**config.mk**
```make
export PLATFORM = sky130hd
export DESIGN_NAME = cache_write_buffer_flat
export DESIGN_NICKNAME = d
export VERILOG_FILES = /design/src/rtl/cache_pkg.sv /design/src/rtl/cache_write_buffer_if.sv /design/src/rtl/cache_wb_fifo.sv /design/src/rtl/cache_write_buffer.sv /design/src/flat_wrapper.sv
export SDC_FILE = /design/constraint.sdc
export NUM_CORES = 1
export LEC_CHECK = 0
export ABC_AREA = 0
export BUFFER_PORTS_ARGS = -buffer_cell sky130_fd_sc_hd__buf_4
export CORE_MARGIN = 4
export CORE_UTILIZATION = 64
export CTS_BUF_LIST = sky130_fd_sc_hd__clkbuf_16
export DETAILED_ROUTE_END_ITERATION = 12
export HOLD_SLACK_MARGIN = 0.03
export PLACE_DENSITY = 0.86
export SYNTH_ARGS = -nofsm -noshare
export SYNTH_HDL_FRONTEND = slang
export SYNTH_SLANG_ARGS = --single-unit
export TNS_END_PERCENT = 5
```
**constraint.sdc**
```tcl
create_clock -name clk_i -period 11.75 [get_ports clk_i]
set_clock_uncertainty 0.1 [all_clocks]
set_input_delay 2.9375 -clock clk_i [delete_from_list [all_inputs] [get_ports clk_i]]
set_output_delay 2.9375 -clock clk_i [all_outputs]
set_load 0.02 [all_outputs]
```
**src/rtl/cache_pkg.sv**
```systemverilog
// Shared types for the cache write buffer: FSM states and the queued store entry.
package cache_pkg;

  localparam int unsigned ADDR_SIZE = 32;
  localparam int unsigned DATA_SIZE = 32;
  localparam int unsigned WB_DEPTH  = 4;

  typedef enum logic {
    IDLE  = 1'b0,
    WRITE = 1'b1
  } wb_state_e;

  typedef struct packed {
    logic [ADDR_SIZE-1:0] addr;
    logic [DATA_SIZE-1:0] data;
  } wb_entry_t;

endpackage

```
**src/rtl/cache_write_buffer_if.sv**
```systemverilog
// Store, RAM write, forwarding and status signals of the write buffer.
interface cache_write_buffer_if #(
  parameter int unsigned addr_size = cache_pkg::ADDR_SIZE,
  parameter int unsigned data_size = cache_pkg::DATA_SIZE,
  parameter int unsigned depth     = cache_pkg::WB_DEPTH
);
  logic                         wr_valid_i;
  logic [addr_size-1:0]         wr_addr_i;
  logic [data_size-1:0]         wr_data_i;
  logic                         wr_ready_o;
  logic                         ram_we_o;
  logic [addr_size-1:0]         ram_addr_o;
  logic [data_size-1:0]         ram_data_o;
  logic                         ram_ack_i;
  logic                         ram_write_start_o;
  logic [addr_size-1:0]         rd_addr_i;
  logic                         fwd_hit_o;
  logic [data_size-1:0]         fwd_data_o;
  logic                         empty_o;
  logic                         full_o;
  logic [$clog2(depth+1)-1:0]   count_o;

  modport slave (
    input  wr_valid_i, wr_addr_i, wr_data_i, ram_ack_i, rd_addr_i,
    output wr_ready_o, ram_we_o, ram_addr_o, ram_data_o, ram_write_start_o,
           fwd_hit_o, fwd_data_o, empty_o, full_o, count_o
  );

  modport master (
    output wr_valid_i, wr_addr_i, wr_data_i, ram_ack_i, rd_addr_i,
    input  wr_ready_o, ram_we_o, ram_addr_o, ram_data_o, ram_write_start_o,
           fwd_hit_o, fwd_data_o, empty_o, full_o, count_o
  );
endinterface

```
**src/rtl/cache_wb_fifo.sv**
```systemverilog
// Circular store FIFO with registered count/flags; all slots are exposed so the
// top can search pending stores for read forwarding.
module cache_wb_fifo
  import cache_pkg::*;
#(
  parameter int unsigned depth = WB_DEPTH
) (
  input  logic                         clk_i,
  input  logic                         rst_ni,
  input  logic                         push_i,
  input  logic                         pop_i,
  input  wb_entry_t                    entry_i,
  output wb_entry_t                    entries_o [depth],
  output logic [$clog2(depth)-1:0]     rd_ptr_o,
  output logic [$clog2(depth+1)-1:0]   count_o,
  output logic                         empty_o,
  output logic                         full_o
);
  localparam int unsigned PTR_W = $clog2(depth);
  localparam int unsigned CNT_W = $clog2(depth+1);

  wb_entry_t          mem_q [depth];
  logic [PTR_W-1:0]   wr_ptr_q, wr_ptr_d;
  logic [PTR_W-1:0]   rd_ptr_q, rd_ptr_d;
  logic [CNT_W-1:0]   count_q, count_d;

  always_comb begin
    wr_ptr_d = push_i ? wr_ptr_q + PTR_W'(1) : wr_ptr_q;
    rd_ptr_d = pop_i  ? rd_ptr_q + PTR_W'(1) : rd_ptr_q;
    count_d  = count_q;
    case ({push_i, pop_i})
      2'b10:   count_d = count_q + CNT_W'(1);
      2'b01:   count_d = count_q - CNT_W'(1);
      default: count_d = count_q;
    endcase
  end

  always_ff @(posedge clk_i or negedge rst_ni) begin
    if (!rst_ni) begin
      wr_ptr_q <= '0;
      rd_ptr_q <= '0;
      count_q  <= '0;
    end else begin
      wr_ptr_q <= wr_ptr_d;
      rd_ptr_q <= rd_ptr_d;
      count_q  <= count_d;
    end
  end

  // Payload is qualified by count, so it never needs clearing.
  always_ff @(posedge clk_i) begin
    if (push_i) mem_q[wr_ptr_q] <= entry_i;
  end

  assign entries_o = mem_q;
  assign rd_ptr_o  = rd_ptr_q;
  assign count_o   = count_q;
  assign empty_o   = (count_q == '0);
  assign full_o    = (count_q == CNT_W'(depth));
endmodule

```
**src/rtl/cache_write_buffer.sv**
```systemverilog
// Write-through store buffer: queues stores in order, drains them to RAM one at a
// time with a valid/ack handshake, and forwards the youngest pending store to reads.
module cache_write_buffer
  import cache_pkg::*;
#(
  parameter int unsigned addr_size = ADDR_SIZE,
  parameter int unsigned data_size = DATA_SIZE,
  parameter int unsigned depth     = WB_DEPTH
) (
  input  logic                 clk_i,
  input  logic                 rst_ni,
  cache_write_buffer_if.slave  bus
);
  localparam int unsigned PTR_W = $clog2(depth);
  localparam int unsigned CNT_W = $clog2(depth+1);

  wb_state_e          state_q, state_d;
  wb_entry_t          entries [depth];
  wb_entry_t          new_entry;
  wb_entry_t          head;
  logic [PTR_W-1:0]   rd_ptr;
  logic [PTR_W-1:0]   idx;
  logic [CNT_W-1:0]   count;
  logic               empty, full, push, pop;
  logic               fwd_hit;
  logic [data_size-1:0] fwd_data;

  assign new_entry.addr = bus.wr_addr_i;
  assign new_entry.data = bus.wr_data_i;

  // Push is gated by the registered full flag: a same-cycle pop gives no credit.
  assign push = bus.wr_valid_i & ~full;
  assign pop  = (state_q == WRITE) & bus.ram_ack_i;

  cache_wb_fifo #(.depth(depth)) u_fifo (
    .clk_i     (clk_i),
    .rst_ni    (rst_ni),
    .push_i    (push),
    .pop_i     (pop),
    .entry_i   (new_entry),
    .entries_o (entries),
    .rd_ptr_o  (rd_ptr),
    .count_o   (count),
    .empty_o   (empty),
    .full_o    (full)
  );

  assign head = entries[rd_ptr];

  always_comb begin
    state_d = state_q;
    case (state_q)
      IDLE:    if (!empty) state_d = WRITE;
      WRITE:   if (pop && (count == CNT_W'(1)) && !push) state_d = IDLE;
      default: state_d = IDLE;
    endcase
  end

  always_ff @(posedge clk_i or negedge rst_ni) begin
    if (!rst_ni) state_q <= IDLE;
    else         state_q <= state_d;
  end

  // Walk oldest to youngest so the last match wins.
  always_comb begin
    fwd_hit  = 1'b0;
    fwd_data = '0;
    idx      = '0;
    for (int i = 0; i < int'(depth); i++) begin
      idx = rd_ptr + PTR_W'(i);
      if ((CNT_W'(i) < count) && (entries[idx].addr == bus.rd_addr_i)) begin
        fwd_hit  = 1'b1;
        fwd_data = entries[idx].data;
      end
    end
  end

  assign bus.ram_we_o          = (state_q == WRITE);
  assign bus.ram_write_start_o = (state_q == WRITE);
  assign bus.ram_addr_o        = (state_q == WRITE) ? head.addr : '0;
  assign bus.ram_data_o        = (state_q == WRITE) ? head.data : '0;
  assign bus.fwd_hit_o         = fwd_hit;
  assign bus.fwd_data_o        = fwd_data;
  assign bus.empty_o           = empty;
  assign bus.full_o            = full;
  assign bus.wr_ready_o        = ~full;
  assign bus.count_o           = count;
endmodule

```
**src/flat_wrapper.sv**
```systemverilog
// flat-port wrapper written by rule: the top's interface ports become plain ports
module cache_write_buffer_flat import cache_pkg::*;
#(
  parameter int unsigned addr_size = ADDR_SIZE,
  parameter int unsigned data_size = DATA_SIZE,
  parameter int unsigned depth     = WB_DEPTH
)
  (clk_i, rst_ni, bus_wr_valid_i, bus_wr_addr_i, bus_wr_data_i, bus_ram_ack_i, bus_rd_addr_i, bus_wr_ready_o, bus_ram_we_o, bus_ram_addr_o, bus_ram_data_o, bus_ram_write_start_o, bus_fwd_hit_o, bus_fwd_data_o, bus_empty_o, bus_full_o, bus_count_o);
  cache_write_buffer_if #(.addr_size(addr_size), .data_size(data_size), .depth(depth)) bus_i ();
  input  logic clk_i;
  input  logic rst_ni;
  input wire logic [$bits(bus_i.wr_valid_i)-1:0] bus_wr_valid_i;
  input wire logic [$bits(bus_i.wr_addr_i)-1:0] bus_wr_addr_i;
  input wire logic [$bits(bus_i.wr_data_i)-1:0] bus_wr_data_i;
  input wire logic [$bits(bus_i.ram_ack_i)-1:0] bus_ram_ack_i;
  input wire logic [$bits(bus_i.rd_addr_i)-1:0] bus_rd_addr_i;
  output wire logic [$bits(bus_i.wr_ready_o)-1:0] bus_wr_ready_o;
  output wire logic [$bits(bus_i.ram_we_o)-1:0] bus_ram_we_o;
  output wire logic [$bits(bus_i.ram_addr_o)-1:0] bus_ram_addr_o;
  output wire logic [$bits(bus_i.ram_data_o)-1:0] bus_ram_data_o;
  output wire logic [$bits(bus_i.ram_write_start_o)-1:0] bus_ram_write_start_o;
  output wire logic [$bits(bus_i.fwd_hit_o)-1:0] bus_fwd_hit_o;
  output wire logic [$bits(bus_i.fwd_data_o)-1:0] bus_fwd_data_o;
  output wire logic [$bits(bus_i.empty_o)-1:0] bus_empty_o;
  output wire logic [$bits(bus_i.full_o)-1:0] bus_full_o;
  output wire logic [$bits(bus_i.count_o)-1:0] bus_count_o;
  assign bus_i.wr_valid_i = bus_wr_valid_i;
  assign bus_i.wr_addr_i = bus_wr_addr_i;
  assign bus_i.wr_data_i = bus_wr_data_i;
  assign bus_i.ram_ack_i = bus_ram_ack_i;
  assign bus_i.rd_addr_i = bus_rd_addr_i;
  assign bus_wr_ready_o = bus_i.wr_ready_o;
  assign bus_ram_we_o = bus_i.ram_we_o;
  assign bus_ram_addr_o = bus_i.ram_addr_o;
  assign bus_ram_data_o = bus_i.ram_data_o;
  assign bus_ram_write_start_o = bus_i.ram_write_start_o;
  assign bus_fwd_hit_o = bus_i.fwd_hit_o;
  assign bus_fwd_data_o = bus_i.fwd_data_o;
  assign bus_empty_o = bus_i.empty_o;
  assign bus_full_o = bus_i.full_o;
  assign bus_count_o = bus_i.count_o;
  cache_write_buffer #(.addr_size(addr_size), .data_size(data_size), .depth(depth)) u_core (.clk_i(clk_i), .rst_ni(rst_ni), .bus(bus_i));
endmodule
```
==> results.md, run 1 <==
- Clock-pin transition on the worst setup and hold timing paths: 0.06 ns
- Cell count after synthesis: 1155
- Yosys warning count: 0
- Maximum VDD drop: 0.202 mV
- Number of global-route vias before repair: 11600
- Post-DRT Antenna Nets: 0
- Crit path time final: 8.99 ns
- Count of routing violations after the opening detailed-route iteration: 1505
- Final count of negative-setup-slack endpoints: 0
- Origin of the worst setup path: bus_rd_addr_i[27]
- Power per Cell Area: 262 nW/µm²
- RSZ-0062 raised after global routing: false
- Outcome: finished clean
- Final hold violations: 0
- Die height: 173 µm
- Number of library cell types mapped by synthesis: 60
- Setup repair bufs after CTS: 0
- Fraction of the cycle the final worst path needs: 76.5%
- Hold Path Depth: 2
- Global-route wire length before repair: 67.6 mm
- Endpoint with the worst hold slack: u_core.u_fifo.count_o[1]$_DFFE_PN0P_
- Share of flip-flops with an asynchronous set or reset: 3.03%
- Post-synthesis cell type with the largest combined area: sky130_fd_sc_hd__edfxtp_1
- TritonCTS clock tree: built
- Die width: 173 µm
- Arrival time at the worst endpoint: 5.95 ns
- Dominant cells by area after synthesis: sky130_fd_sc_hd__edfxtp_1 (44%), sky130_fd_sc_hd__mux4_2 (27%), sky130_fd_sc_hd__xnor2_1 (4.3%), sky130_fd_sc_hd__mux2i_1 (3.4%), sky130_fd_sc_hd__and2_1 (2.2%)
- Type of the worst setup path: in -> out
- CP required: 8.71 ns
- Via density per instance: 7.25
- Reported max-cap violation count: 0
- All-layer global routing usage: 28.6%
- Antenna violations before repair: 0
- Type of destination of the critical path: output pin
- Library cell with the highest instance count after synthesis: sky130_fd_sc_hd__edfxtp_1
- Post-detailed-placement cell area: 19000 µm²
- Number of buffers added to fix hold violations after cts: 0
- Pre-Repair DR Iteration Count: 5
- Pin count of the biggest net entering global routing: 86
- Path category of the worst min-delay check: reg -> reg
- Count of port buffers added during placement: 204
- Proportion of netlist area held by the largest area contributor: 43.9%
- Wire length after detailed routing: 44.2 mm
- Setup slack on the worst flop-to-flop path: 8.97 ns
- Post-route setup TNS: 0 ns
- Number of top-level design ports: 205
- P&R area growth vs syn: 13.6%
- Startpoint of the most critical register-to-register path: u_core.u_fifo.count_o[0]$_DFFE_PN0P_
- Drt wl/cell: 26.7 µm
- Clk Tree Root Cell: sky130_fd_sc_hd__clkbuf_16
- Clock sink total: 264
- Number of buffers created by CTS: 28
- Number of enable flip-flop cells after synthesis: 256
- NumNets Final: 1405
- #FFs+latches synth: 264
- Max_slew headroom: 16.7%
- Max H-tree Level: 1
- Vias post-DR: 12000
- Pleak: 6.96 nW
- R2r worst-path depth: 5
- Mapped Area: 17500 µm²
- Maximum fanout along the worst path: 34
- Hold_sp: u_core.u_fifo.count_o[1]$_DFFE_PN0P_
- Commonest cells in the netlist: sky130_fd_sc_hd__edfxtp_1 (256), sky130_fd_sc_hd__mux4_2 (211), sky130_fd_sc_hd__xnor2_1 (86)
- Floorplan Core Area: 27000 µm²
- Mean area per synthesized cell: 15.2 µm²
- Post-route standard cell area excluding fillers: 19900 µm²
- Register area share after synthesis: 45.1%
- Total overflow reported by the global router: 0
- Max Root-Sink Buffers: 3
- Fraction of layout cells with a size suffix above 1: 38.4%
- Die Outline Area: 30100 µm²
- Clock insertion delay at the later pin of the skew report: 0.54 ns
- Post-CTS Resized: 0
- Transition at the pin with the smallest max-transition slack: 1.25 ns
- Detail Placement HPWL: 29.7 mm
- Max Clock Freq: 111 MHz
- Number of max-slew violations in the final report: 0
- Kind of launch point of the worst setup path: primary input
- Post-synthesis net count: 1264
- Initial Util: 65.0%
- Main synth FF type: sky130_fd_sc_hd__edfxtp_1
- RePlAce Congestion: 0.974
- Residual DRC: 0
- Reg2reg end: u_core.u_fifo.entries_o[230]$_DFFE_PP_
- Number of placement rows: 60
sequential cells by signal, indices dropped and copies added, names as in the netlist:
register,count
u_core.u_fifo.entries_o,256
u_core.u_fifo.count_o,3
u_core.u_fifo.rd_ptr_o,2
u_core.u_fifo.wr_ptr_q,2
u_core.bus.ram_we_o,1
cell families after synthesis:
group	share of synthesized area, %
mux	31.6
buf+inv	4.52
fa+ha+maj	0.643
compound gates	7.13
simple gates	5.15
flops	45.1
xor+xnor	5.85
placed cells by master (no fill, tap or decap), types with 7 or more instances in the layout:
master,instances
sky130_fd_sc_hd__edfxtp_1,256
sky130_fd_sc_hd__buf_4,217
sky130_fd_sc_hd__mux4_2,211
sky130_fd_sc_hd__xnor2_1,86
sky130_fd_sc_hd__and2_1,60
sky130_fd_sc_hd__mux2i_1,59
sky130_fd_sc_hd__o21ai_0,47
sky130_fd_sc_hd__inv_1,46
sky130_fd_sc_hd__o22ai_1,37
sky130_fd_sc_hd__xor2_1,31
sky130_fd_sc_hd__clkbuf_16,29
sky130_fd_sc_hd__nand2_1,22
sky130_fd_sc_hd__nor2_1,22
sky130_fd_sc_hd__a221oi_1,22
sky130_fd_sc_hd__nand4_1,21
sky130_fd_sc_hd__a21oi_1,14
sky130_fd_sc_hd__a221oi_2,14
sky130_fd_sc_hd__ha_1,9
sky130_fd_sc_hd__mux2_2,7
layout make-up:
type / count / area [µm²]
well taps: 341 / 427
clock inverters: 22 / 133
fillers: 1713 / 7070
flip-flops and latches: 264 / 7900
multi-input cells: 741 / 8870
repair buffers: 219 / 1680
clock buffers: 29 / 726
diodes: 1 / 2.50
inverters: 42 / 158
worst max-delay path: stages:
cell and delay, ns:
sky130_fd_sc_hd__buf_4 0.15, sky130_fd_sc_hd__xor2_1 0.16, sky130_fd_sc_hd__or4_1 0.58, sky130_fd_sc_hd__nor4_1 0.48
sky130_fd_sc_hd__nand3_2 0.74, sky130_fd_sc_hd__buf_16 0.44, sky130_fd_sc_hd__o21ai_0 0.11, sky130_fd_sc_hd__o22ai_1 0.13
sky130_fd_sc_hd__buf_4 0.18
per-layer routing:
metal  share of wire (%)  track usage, %
met1                  37            39.2
met2                  50            47.6
met3                 9.7            5.67
met4                 3.4            8.38
met5                   0               0
through the flow:
step	hold WS (ns)	utilization (%)	setup WS, ns	cells	power, mW
finish	0.542	73.8	2.76	1659	5.20
global placement	0.504	70.5	2.51	1606	4.30
global route	0.570	73.8	2.73	1658	5.46
detailed placement	0.519	70.5	2.45	1606	4.36
CTS	0.536	73.7	2.41	1657	5.20
floorplan	0.480	-	3.46	1155	3.64
worst max path at each step:
| stage | to | slack (ns) |
|---|---|---|
| after floorplan | bus_fwd_data_o[10] | 3.46 |
| after global placement | bus_fwd_data_o[30] | 2.51 |
| after detailed placement | bus_fwd_data_o[29] | 2.45 |
| after CTS | bus_fwd_data_o[30] | 2.41 |
| after global routing | bus_fwd_data_o[17] | 2.73 |
| final | bus_fwd_data_o[25] | 2.76 |
where the power goes:
group	total, mW	internal [mW]	switching [mW]
logic	2.91	1.44	1.47
clock network	0.821	0.466	0.355
registers	1.47	1.25	0.218
total	5.20	3.16	2.04
Power figures use the tool's default switching activity.
==> inputs of run 2 (changes only) <==
--- a/config.mk
+++ b/config.mk
@@ -8,11 +8,11 @@
 export ABC_AREA = 0
 export BUFFER_PORTS_ARGS = -buffer_cell sky130_fd_sc_hd__buf_4
 export CORE_MARGIN = 4
-export CORE_UTILIZATION = 64
+export CORE_UTILIZATION = 54
 export CTS_BUF_LIST = sky130_fd_sc_hd__clkbuf_16
 export DETAILED_ROUTE_END_ITERATION = 12
 export HOLD_SLACK_MARGIN = 0.03
-export PLACE_DENSITY = 0.86
+export PLACE_DENSITY = 0.78
 export SYNTH_ARGS = -nofsm -noshare
 export SYNTH_HDL_FRONTEND = slang
 export SYNTH_SLANG_ARGS = --single-unit
==> constraint.sdc (replaced) <==
create_clock -name clk_i -period 7.49 [get_ports clk_i]
set_clock_uncertainty 0.1 [all_clocks]
set_input_delay 1.8725 -clock clk_i [delete_from_list [all_inputs] [get_ports clk_i]]
set_output_delay 1.8725 -clock clk_i [all_outputs]
set_load 0.02 [all_outputs]
==> results.md, run 2 (synthesis gave the netlist of run 1 again) <==
- Outcome: finished clean
- CP required: 5.52 ns (-3.19 ns)
- Count of port buffers added during placement: 204 (unchanged)
- Clock sink total: 264 (unchanged)
- Maximum VDD drop: 0.265 mV (+31%)
- Antenna violations before repair: 4 (+4)
- Fraction of the cycle the final worst path needs: 91.5%
- Type of the worst setup path: reg -> out
- Drt wl/cell: 25.4 µm (-4.7%)
- Number of buffers added to fix hold violations after cts: 0 (unchanged)
- Final hold violations: 0 (unchanged)
- RePlAce Congestion: 0.968 (-0.68%)
- Commonest cells after routing, fill and taps aside: sky130_fd_sc_hd__edfxtp_1 (256), sky130_fd_sc_hd__buf_4 (225), sky130_fd_sc_hd__mux4_2 (211)
- Arrival time at the worst endpoint: 4.88 ns (-1.07 ns)
- Pin count of the biggest net entering global routing: 83 (-3.5%)
- Residual DRC: 0 (unchanged)
- Clk Tree Root Cell: sky130_fd_sc_hd__clkbuf_16
- Kind of launch point of the worst setup path: flop
- NumNets Final: 1414 (+0.64%)
- TritonCTS clock tree: built
- Number of buffers created by CTS: 29 (+3.6%)
- Post-layout power: 8.38 mW (+61%)
- Fraction of layout cells with a size suffix above 1: 38.8% (+0.36 points)
- Vias post-DR: 11900 (-1.2%)
- Max Clock Freq: 146 MHz
- Maximum fanout along the worst path: 31 (-8.8%)
- Count of routing violations after the opening detailed-route iteration: 1277 (-15%)
- Post-route setup TNS: 0 ns (unchanged)
- Number of flip-flops under the largest register name: 256 (unchanged)
- Pleak: 7.07 nW (+1.5%)
- Reported max-cap violation count: 0 (unchanged)
- Detail Placement HPWL: 30.0 mm (+0.93%)
- Max_slew headroom: 22.5% (+5.8 points)
- P&R area growth vs syn: 15.4%
- Antenna diodes: 0 (-1)
- Post-CTS Resized: 0 (unchanged)
- Power per Cell Area: 415 nW/µm² (+59%)
- Final count of negative-setup-slack endpoints: 0 (unchanged)
- Post-DRT Antenna Nets: 0 (unchanged)
- Number of global-route vias before repair: 11700 (+0.81%)
- Setup repair bufs after CTS: 0 (unchanged)
- Via density per instance: 6.74 (-7.1%)
- Crit path time final: 6.85 ns
- All-layer global routing usage: 24.8% (-3.8 points)
- Global-route wire length before repair: 69.0 mm (+2.1%)
- Number of placement rows: 65 (+8.3%)
- Total overflow reported by the global router: 0 (unchanged)
- Path category of the worst min-delay check: reg -> reg
- Die height: 188 µm (+8.5%)
- RSZ-0062 raised after global routing: false
- Most common cell after layout, fill and taps aside: sky130_fd_sc_hd__edfxtp_1
- Clock insertion delay at the later pin of the skew report: 0.56 ns (+0.02 ns)
- Die Outline Area: 35400 µm² (+18%)
- Number of max-slew violations in the final report: 0 (unchanged)
- Floorplan Core Area: 31800 µm² (+18%)
- Type of destination of the critical path: output pin
- Max Root-Sink Buffers: 3 (unchanged)
- Transition at the pin with the smallest max-transition slack: 1.16 ns (-0.0866 ns)
- Number of top-level design ports: 205 (unchanged)
- Pre-Repair DR Iteration Count: 5 (unchanged)
- Die width: 188 µm (+8.5%)
- Wire length after detailed routing: 44.8 mm (+1.3%)
- Max H-tree Level: 1 (unchanged)
- Clock-pin transition on the worst setup and hold timing paths: 0.06 ns (about the same)
- Initial Util: 55.1% (-9.9 points)
run 2: worst max-delay path, stage by stage (launching register included):
cell	delay [ns]
sky130_fd_sc_hd__dfrtp_4	0.73
sky130_fd_sc_hd__buf_4	0.52
sky130_fd_sc_hd__mux4_2	0.57
sky130_fd_sc_hd__xnor2_1	0.24
sky130_fd_sc_hd__o21ai_1	0.18
sky130_fd_sc_hd__nor4_1	0.23
sky130_fd_sc_hd__and4_1	0.34
sky130_fd_sc_hd__and2_2	0.63
sky130_fd_sc_hd__buf_4	0.36
sky130_fd_sc_hd__a221oi_2	0.09
sky130_fd_sc_hd__o22ai_1	0.21
sky130_fd_sc_hd__buf_4	0.18
run 2: report_power, final:
part	internal, mW	total, mW	switching (mW)	leakage, nW
logic	2.29	4.59	2.30	4.12
registers	1.97	2.30	0.325	2.43
clock network	0.910	1.50	0.586	0.511
run 2: layer usage:
layer | global-route usage, % | vias up | routed length [µm]
li1 | - | 5054 | -
met1 | 33.1 | 6094 | 16700
met2 | 40.6 | 612 | 21800
met3 | 6.35 | 110 | 4540
met4 | 7.62 | 8 | 1610
met5 | 0 | - | 54
run 2: final cells by class:
class	instances	area, µm²
clock buffer	29	726
clock inverter	25	279
fill	2317	11600
inverter	42	158
multi-input combinational	741	8870
sequential	264	7900
tap	435	544
timing repair buffer	227	1730
run 2: metrics by stage:
| step | hold slack, ns | area (µm²) | setup slack, ns | cells | utilization [%] |
|---|---|---|---|---|---|
| after floorplan | 0.480 | 17500 | 1.33 | 1155 | - |
| after global placement | 0.512 | 19200 | 1.07 | 1709 | 60.4 |
| after detailed placement | 0.516 | 19200 | 0.990 | 1709 | 60.4 |
| after CTS | 0.529 | 20200 | 0.626 | 1763 | 63.5 |
| after global routing | 0.567 | 20200 | 0.333 | 1763 | 63.5 |
| final | 0.529 | 20200 | 0.637 | 1763 | 63.5 |
run 2: worst paths after layout:
check | startpoint | to | slack [ns] | depth (start not counted)
hold reg to reg | u_core.u_fifo.wr_ptr_q[1]$_DFFE_PN0P_ | u_core.u_fifo.wr_ptr_q[1]$_DFFE_PN0P_ | 0.53 | 2
min in group asynchronous | rst_ni | u_core.u_fifo.count_o[0]$_DFFE_PN0P_ | 1.01 | 1
hold / removal | u_core.u_fifo.wr_ptr_q[1]$_DFFE_PN0P_ | u_core.u_fifo.wr_ptr_q[1]$_DFFE_PN0P_ | 0.53 | 2
max in group asynchronous | rst_ni | u_core.u_fifo.rd_ptr_o[0]$_DFFE_PN0P_ | 6.13 | 1
setup reg to reg | u_core.u_fifo.count_o[0]$_DFFE_PN0P_ | u_core.u_fifo.entries_o[238]$_DFFE_PP_ | 4.77 | 5
setup / recovery | u_core.u_fifo.rd_ptr_o[0]$_DFFE_PN0P_ | bus_fwd_data_o[7] | 0.64 | 11
